### config.mk
export PLATFORM = sky130hd
export DESIGN_NAME = aes256_unloading
export DESIGN_NICKNAME = d
export VERILOG_FILES = /design/src/rtl/aes256_unloading.sv
export SDC_FILE = /design/constraint.sdc
export NUM_CORES = 1
export LEC_CHECK = 0
export BUFFER_PORTS_ARGS = -buffer_cell sky130_fd_sc_hd__buf_4
export CAP_MARGIN = 40
export CORE_AREA = 4 4 359 361
export CTS_CLUSTER_SIZE = 20
export DETAILED_ROUTE_END_ITERATION = 10
export DIE_AREA = 0 0 363 365
export PLACE_DENSITY = 0.4
export RECOVER_POWER = 25
export SLEW_MARGIN = 20
export SYNTH_ARGS = -nofsm -noshare
export SYNTH_HDL_FRONTEND = slang
export SYNTH_SLANG_ARGS = --single-unit
export TNS_END_PERCENT = 100
### constraint.sdc
create_clock -name clk -period 5.4 [get_ports clk]
set_input_delay 0.54 -clock clk [delete_from_list [all_inputs] [get_ports clk]]
set_output_delay 0.54 -clock clk [all_outputs]
set_load 0.01 [all_outputs]
### src/rtl/aes256_unloading.sv
// aes256_unloading: initiator side of the aes256_loading core. Loads the
// master key, runs key expansion, then pulls 16 result bytes per plaintext
// block and hands the reassembled 128-bit ciphertext to a valid/ready sink.
// Ports:
//   clk, pi_rst_n                  clock, synchronous active-low reset
//   pi_key_load, pi_key            key capture pulse and 256-bit master key
//   po_key_valid                   expanded key is resident in the core
//   pi_blk_valid, pi_blk           plaintext block source
//   po_blk_ready                   block accept
//   po_key_expand_start            expansion start pulse to the core
//   po_master_key                  registered master key to the core
//   pi_key_ready                   expansion done from the core
//   po_next_val_req                one-cycle byte request to the core
//   po_data                        registered plaintext block to the core
//   pi_next_val_ready              byte strobe from the core
//   pi_data_byte                   result byte from the core
//   po_ct_valid, po_ct             ciphertext to the sink, first byte on top
//   pi_ct_ready                    sink accept
//   po_err                         sticky timeout flag
module aes256_unloading #(
  parameter int TIMEOUT_CYCLES = 1024,
  parameter int BYTES_PER_BLK  = 16
) (
  input  logic         clk,
  input  logic         pi_rst_n,
  input  logic         pi_key_load,
  input  logic [255:0] pi_key,
  output logic         po_key_valid,
  input  logic         pi_blk_valid,
  input  logic [127:0] pi_blk,
  output logic         po_blk_ready,
  output logic         po_key_expand_start,
  output logic [255:0] po_master_key,
  input  logic         pi_key_ready,
  output logic         po_next_val_req,
  output logic [127:0] po_data,
  input  logic         pi_next_val_ready,
  input  logic [7:0]   pi_data_byte,
  output logic         po_ct_valid,
  output logic [127:0] po_ct,
  input  logic         pi_ct_ready,
  output logic         po_err
);

  localparam int TW = $clog2(TIMEOUT_CYCLES + 1);
  localparam logic [TW-1:0] T_LAST = TW'(TIMEOUT_CYCLES - 1);
  localparam logic [3:0] B_LAST = 4'(BYTES_PER_BLK - 1);

  typedef enum logic [2:0] {
    S_IDLE,
    S_KSTART,
    S_KWAIT,
    S_READY,
    S_REQ,
    S_BWAIT,
    S_OUT
  } state_e;

  state_e          state_q, state_d;
  logic [255:0]    key_q, key_d;
  logic [127:0]    data_q, data_d;
  logic [127:0]    ct_q, ct_d;
  logic [3:0]      cnt_q, cnt_d;
  logic [TW-1:0]   timer_q, timer_d;
  logic            kv_q, kv_d;
  logic            err_q, err_d;
  logic            ks_q, ks_d;
  logic            req_q, req_d;
  logic            br_q, br_d;
  logic            ctv_q, ctv_d;
  logic [6:0]      ct_lsb;

  // Byte k lands at bits [127-8k -: 8]; its lsb is 8*(15-k) = {~k, 3'b0}.
  assign ct_lsb = {~cnt_q, 3'b000};

  always_comb begin
    state_d = state_q;
    key_d   = key_q;
    data_d  = data_q;
    ct_d    = ct_q;
    cnt_d   = cnt_q;
    timer_d = '0;
    kv_d    = kv_q;
    err_d   = err_q;

    unique case (state_q)
      S_IDLE: begin
        if (pi_key_load) begin
          key_d   = pi_key;
          state_d = S_KSTART;
        end
      end
      S_KSTART: state_d = S_KWAIT;
      S_KWAIT: begin
        if (pi_key_ready) begin
          kv_d    = 1'b1;
          state_d = S_READY;
        end else if (timer_q == T_LAST) begin
          err_d   = 1'b1;
          kv_d    = 1'b0;
          state_d = S_IDLE;
        end else begin
          timer_d = timer_q + TW'(1);
        end
      end
      S_READY: begin
        // A block arriving with a key load wins; the load is dropped.
        if (pi_blk_valid) begin
          data_d  = pi_blk;
          cnt_d   = '0;
          state_d = S_REQ;
        end else if (pi_key_load) begin
          kv_d    = 1'b0;
          key_d   = pi_key;
          state_d = S_KSTART;
        end
      end
      S_REQ: state_d = S_BWAIT;
      S_BWAIT: begin
        if (pi_next_val_ready) begin
          ct_d[ct_lsb +: 8] = pi_data_byte;
          if (cnt_q == B_LAST) begin
            state_d = S_OUT;
          end else begin
            cnt_d   = cnt_q + 4'd1;
            state_d = S_REQ;
          end
        end else if (timer_q == T_LAST) begin
          err_d   = 1'b1;
          kv_d    = 1'b0;
          state_d = S_IDLE;
        end else begin
          timer_d = timer_q + TW'(1);
        end
      end
      S_OUT: begin
        if (pi_ct_ready) state_d = S_READY;
      end
      default: state_d = S_IDLE;
    endcase

    // Strobes and handshakes are registered images of the next state.
    ks_d  = (state_d == S_KSTART);
    req_d = (state_d == S_REQ);
    br_d  = (state_d == S_READY);
    ctv_d = (state_d == S_OUT);
  end

  always_ff @(posedge clk) begin
    if (!pi_rst_n) begin
      state_q <= S_IDLE;
      key_q   <= '0;
      data_q  <= '0;
      ct_q    <= '0;
      cnt_q   <= '0;
      timer_q <= '0;
      kv_q    <= 1'b0;
      err_q   <= 1'b0;
      ks_q    <= 1'b0;
      req_q   <= 1'b0;
      br_q    <= 1'b0;
      ctv_q   <= 1'b0;
    end else begin
      state_q <= state_d;
      key_q   <= key_d;
      data_q  <= data_d;
      ct_q    <= ct_d;
      cnt_q   <= cnt_d;
      timer_q <= timer_d;
      kv_q    <= kv_d;
      err_q   <= err_d;
      ks_q    <= ks_d;
      req_q   <= req_d;
      br_q    <= br_d;
      ctv_q   <= ctv_d;
    end
  end

  assign po_key_valid        = kv_q;
  assign po_blk_ready        = br_q;
  assign po_key_expand_start = ks_q;
  assign po_master_key       = key_q;
  assign po_next_val_req     = req_q;
  assign po_data             = data_q;
  assign po_ct_valid         = ctv_q;
  assign po_ct               = ct_q;
  assign po_err              = err_q;

endmodule
==> flow_summary.json <==
{
  "drt_iter0_markers": 1089,
  "wl_per_cell_um": 19.4,
  "utilization": 0.228,
  "worst_ep_required_time_ns": 5.94,
  "maxCapViolCount": 0,
  "die_area_um2": 132000,
  "place.gp.congestion": 0.833,
  "clk_latency_ns": 0.63,
  "p_leak_nw": 11.1,
  "nNetsFinal": 3543,
  "synthCells": 2293,
  "grt_setup_unrepaired": "false",
  "antenna_left": 0,
  "maxSlewHeadroom": 0.379,
  "fp.coreArea_um2": 125000,
  "slew_violations": 0,
  "start_util": 0.149,
  "die_w_um": 363,
  "antenna_found_initial": 8,
  "path_max_fanout": 8,
  "first_pass_iters": 5,
  "power_density_nw_per_um2": 374,
  "status": "completed",
  "cts_setup_buffers": 0,
  "ir_drop_mv": 0.192,
  "grt_pass1_vias": 18314,
  "min_period_ns": 2.58,
  "cts_max_path_buffers": 3,
  "postRouteWirelength_um": 94100,
  "ys_seq_area_frac": 0.573,
  "grt_first_pass_wirelength_um": 131000,
  "ctsResizeCount": 0,
  "synth_edf_count": 0,
  "finalSetupTns_ns": 0,
  "synth_cell_types": 49,
  "vias_per_cell": 3.85,
  "hp-class": "in -> reg",
  "syn_nets": 2696,
  "vias": 18686,
  "synth_seq_cells": 536,
  "htree_levels": 3,
  "std_cell_rows": 130,
  "fp.dieH_um": 365,
  "hpwl_um": 70200,
  "synthArstFlopShare": 0,
  "ys_top_cells_by_area": "dfxtp_1, nand2_1, a21oi_1",
  "synth.most_common_cell": "nand2_1",
  "final_hold_viol_count": 0,
  "syn_to_final_growth_pct": 52.9,
  "clockRootBuffer": "clkbuf_16",
  "syn-cell-area_um2": 18700,
  "setup.worst_path.class": "reg -> reg",
  "grt_usage": 0.133,
  "fill_cells": 14178,
  "cts_tree": "built",
  "synth_common_cells": "nand2_1, dfxtp_1, a21oi_1",
  "fin_crit_sh": 0.478,
  "drive_above_1_share": 0.250,
  "end_kind": "register",
  "setup_viol": 0,
  "yosys.area.top_type": "dfxtp_1",
  "drc_errors": 0,
  "numCtsBuffers": 72,
  "fmax_mhz": 387,
  "ys.flop_type": "dfxtp_1",
  "synth.avg_cell_area_um2": 8.17,
  "synth_top_area_frac": 0.573,
  "cts_sinks": 536,
  "overflow": 0,
  "worst_pin_slew_ns": 0.931,
  "startpoint_type": "register",
  "finClkSkew_ns": 0.0180,
  "hold_buffers": 0,
  "io_buffers": 916,
  "yosysWarnings": 0,
  "critPathArrivalTime_ns": 3.12,
  "grt_max_degree": 151,
  "finalPower_mw": 10.7,
  "clkTransAtPathRegs_ns": 0.06,
  "io-pin-count": 917
}
==> logic make-up after synthesis <==
family                   count (synthesis)  synth area share
buffers and inverters                  172            0.0379
flip-flops                             536             0.573
XOR/XNOR                                11           0.00554
adder cells (fa/ha/maj)                  4           0.00267
AND/OR/NAND/NOR                       1028             0.222
multiplexers                            40            0.0214
AO/OA/AOI/OAI                          502             0.138
==> sequential cells by signal, summed over array words and instances (netlist names) <==
signal,count
cnt_q,4
po_blk_ready,1
po_ct,128
po_ct_valid,1
po_data,128
po_err,1
po_key_expand_start,1
po_key_valid,1
po_master_key,256
po_next_val_req,1
state_q,3
timer_q,11
==> stage by stage <==
stage / hold slack, ns / cells / area [um^2] / worst slack (ns)
4_1_cts: 0.0519 / 4845 / 29600 / 2.76
5_1_grt: 0.0763 / 4847 / 28600 / 2.44
3_3_place_gp: 0.442 / 4713 / 27200 / 2.68
2_1_floorplan: 0.430 / 2293 / 18700 / 3.40
3_5_place_dp: 0.447 / 4716 / 27300 / 2.79
6_report: 0.151 / 4852 / 28700 / 2.82
==> path summary, 6_finish.rpt <==
| path | start | slack (ns) | to | depth (start not counted) |
|---|---|---|---|---|
| min | pi_blk[39] | 0.15 | po_data[39]$_SDFFE_PN0P_ | 3 |
| max | cnt_q[0]$_SDFFE_PN0P_ | 2.82 | po_ct[112]$_SDFFE_PN0P_ | 7 |
| min reg2reg | po_master_key[217]$_SDFFE_PN0P_ | 0.45 | po_master_key[217]$_SDFFE_PN0P_ | 2 |
| max reg2reg | cnt_q[0]$_SDFFE_PN0P_ | 2.82 | po_ct[112]$_SDFFE_PN0P_ | 7 |
==> where the power goes <==
part,total (mW),internal [mW],leakage (nW),switching (mW)
Sequential,4.36,4.21,4.36,0.144
Combinational,1.59,0.606,5.57,0.982
Clock,4.77,2.86,1.15,1.91
Total,10.7,7.67,11.1,3.03
==> routing by layer <==
metal,wire length [um],up-vias,track usage
met3,7300,161,0.0497
met1,38200,8703,0.157
met4,3520,6,0.0509
met5,40,-,0
met2,45000,574,0.222
li1,-,9242,-
==> final cells by class <==
class | count | area, um^2 | area share
Timing Repair Buffer | 938 | 6160 | 0.215
Clock buffer | 105 | 2110 | 0.0736
Sequential cell | 536 | 10700 | 0.375
Antenna cell | 7 | 17.5 | 0.000611
Tap cell | 1650 | 2060 | 0.0721
Clock inverter | 24 | 225 | 0.00786
Multi-Input combinational cell | 1585 | 7310 | 0.255
Inverter | 7 | 33.8 | 0.00118
==> worst max-delay path: stages (launching register included) <==
cell	delay (ns)
dfxtp_1	0.46
inv_1	0.14
ha_1	0.39
and2_1	0.23
o21ai_0	0.32
nor4_4	0.58
buf_6	0.22
mux2i_1	0.17
==> cells in the final DEF, fill, tap and decap left out, types with 3 or more instances in the layout <==
cell type     n
clkbuf_16    75
o21ai_0      96
mux2i_1      40
diode_2       7
nor2_4        3
bufinv_16     3
xor2_1        3
nor2_1       47
nand2b_1      3
nand3_1     100
clkbuf_8     12
inv_6         5
nand3b_1      5
nand4_1       9
inv_1         6
and3_1        5
clkbuf_1    280
buf_4       668
ha_1          4
buf_12        5
dfxtp_1     536
clkinvlp_4    3
clkinv_2     12
nand2_1     831
xnor2_1       7
nor2b_1       5
nor3_1        5
a21oi_1     387
(Power assumes the default switching activity.)
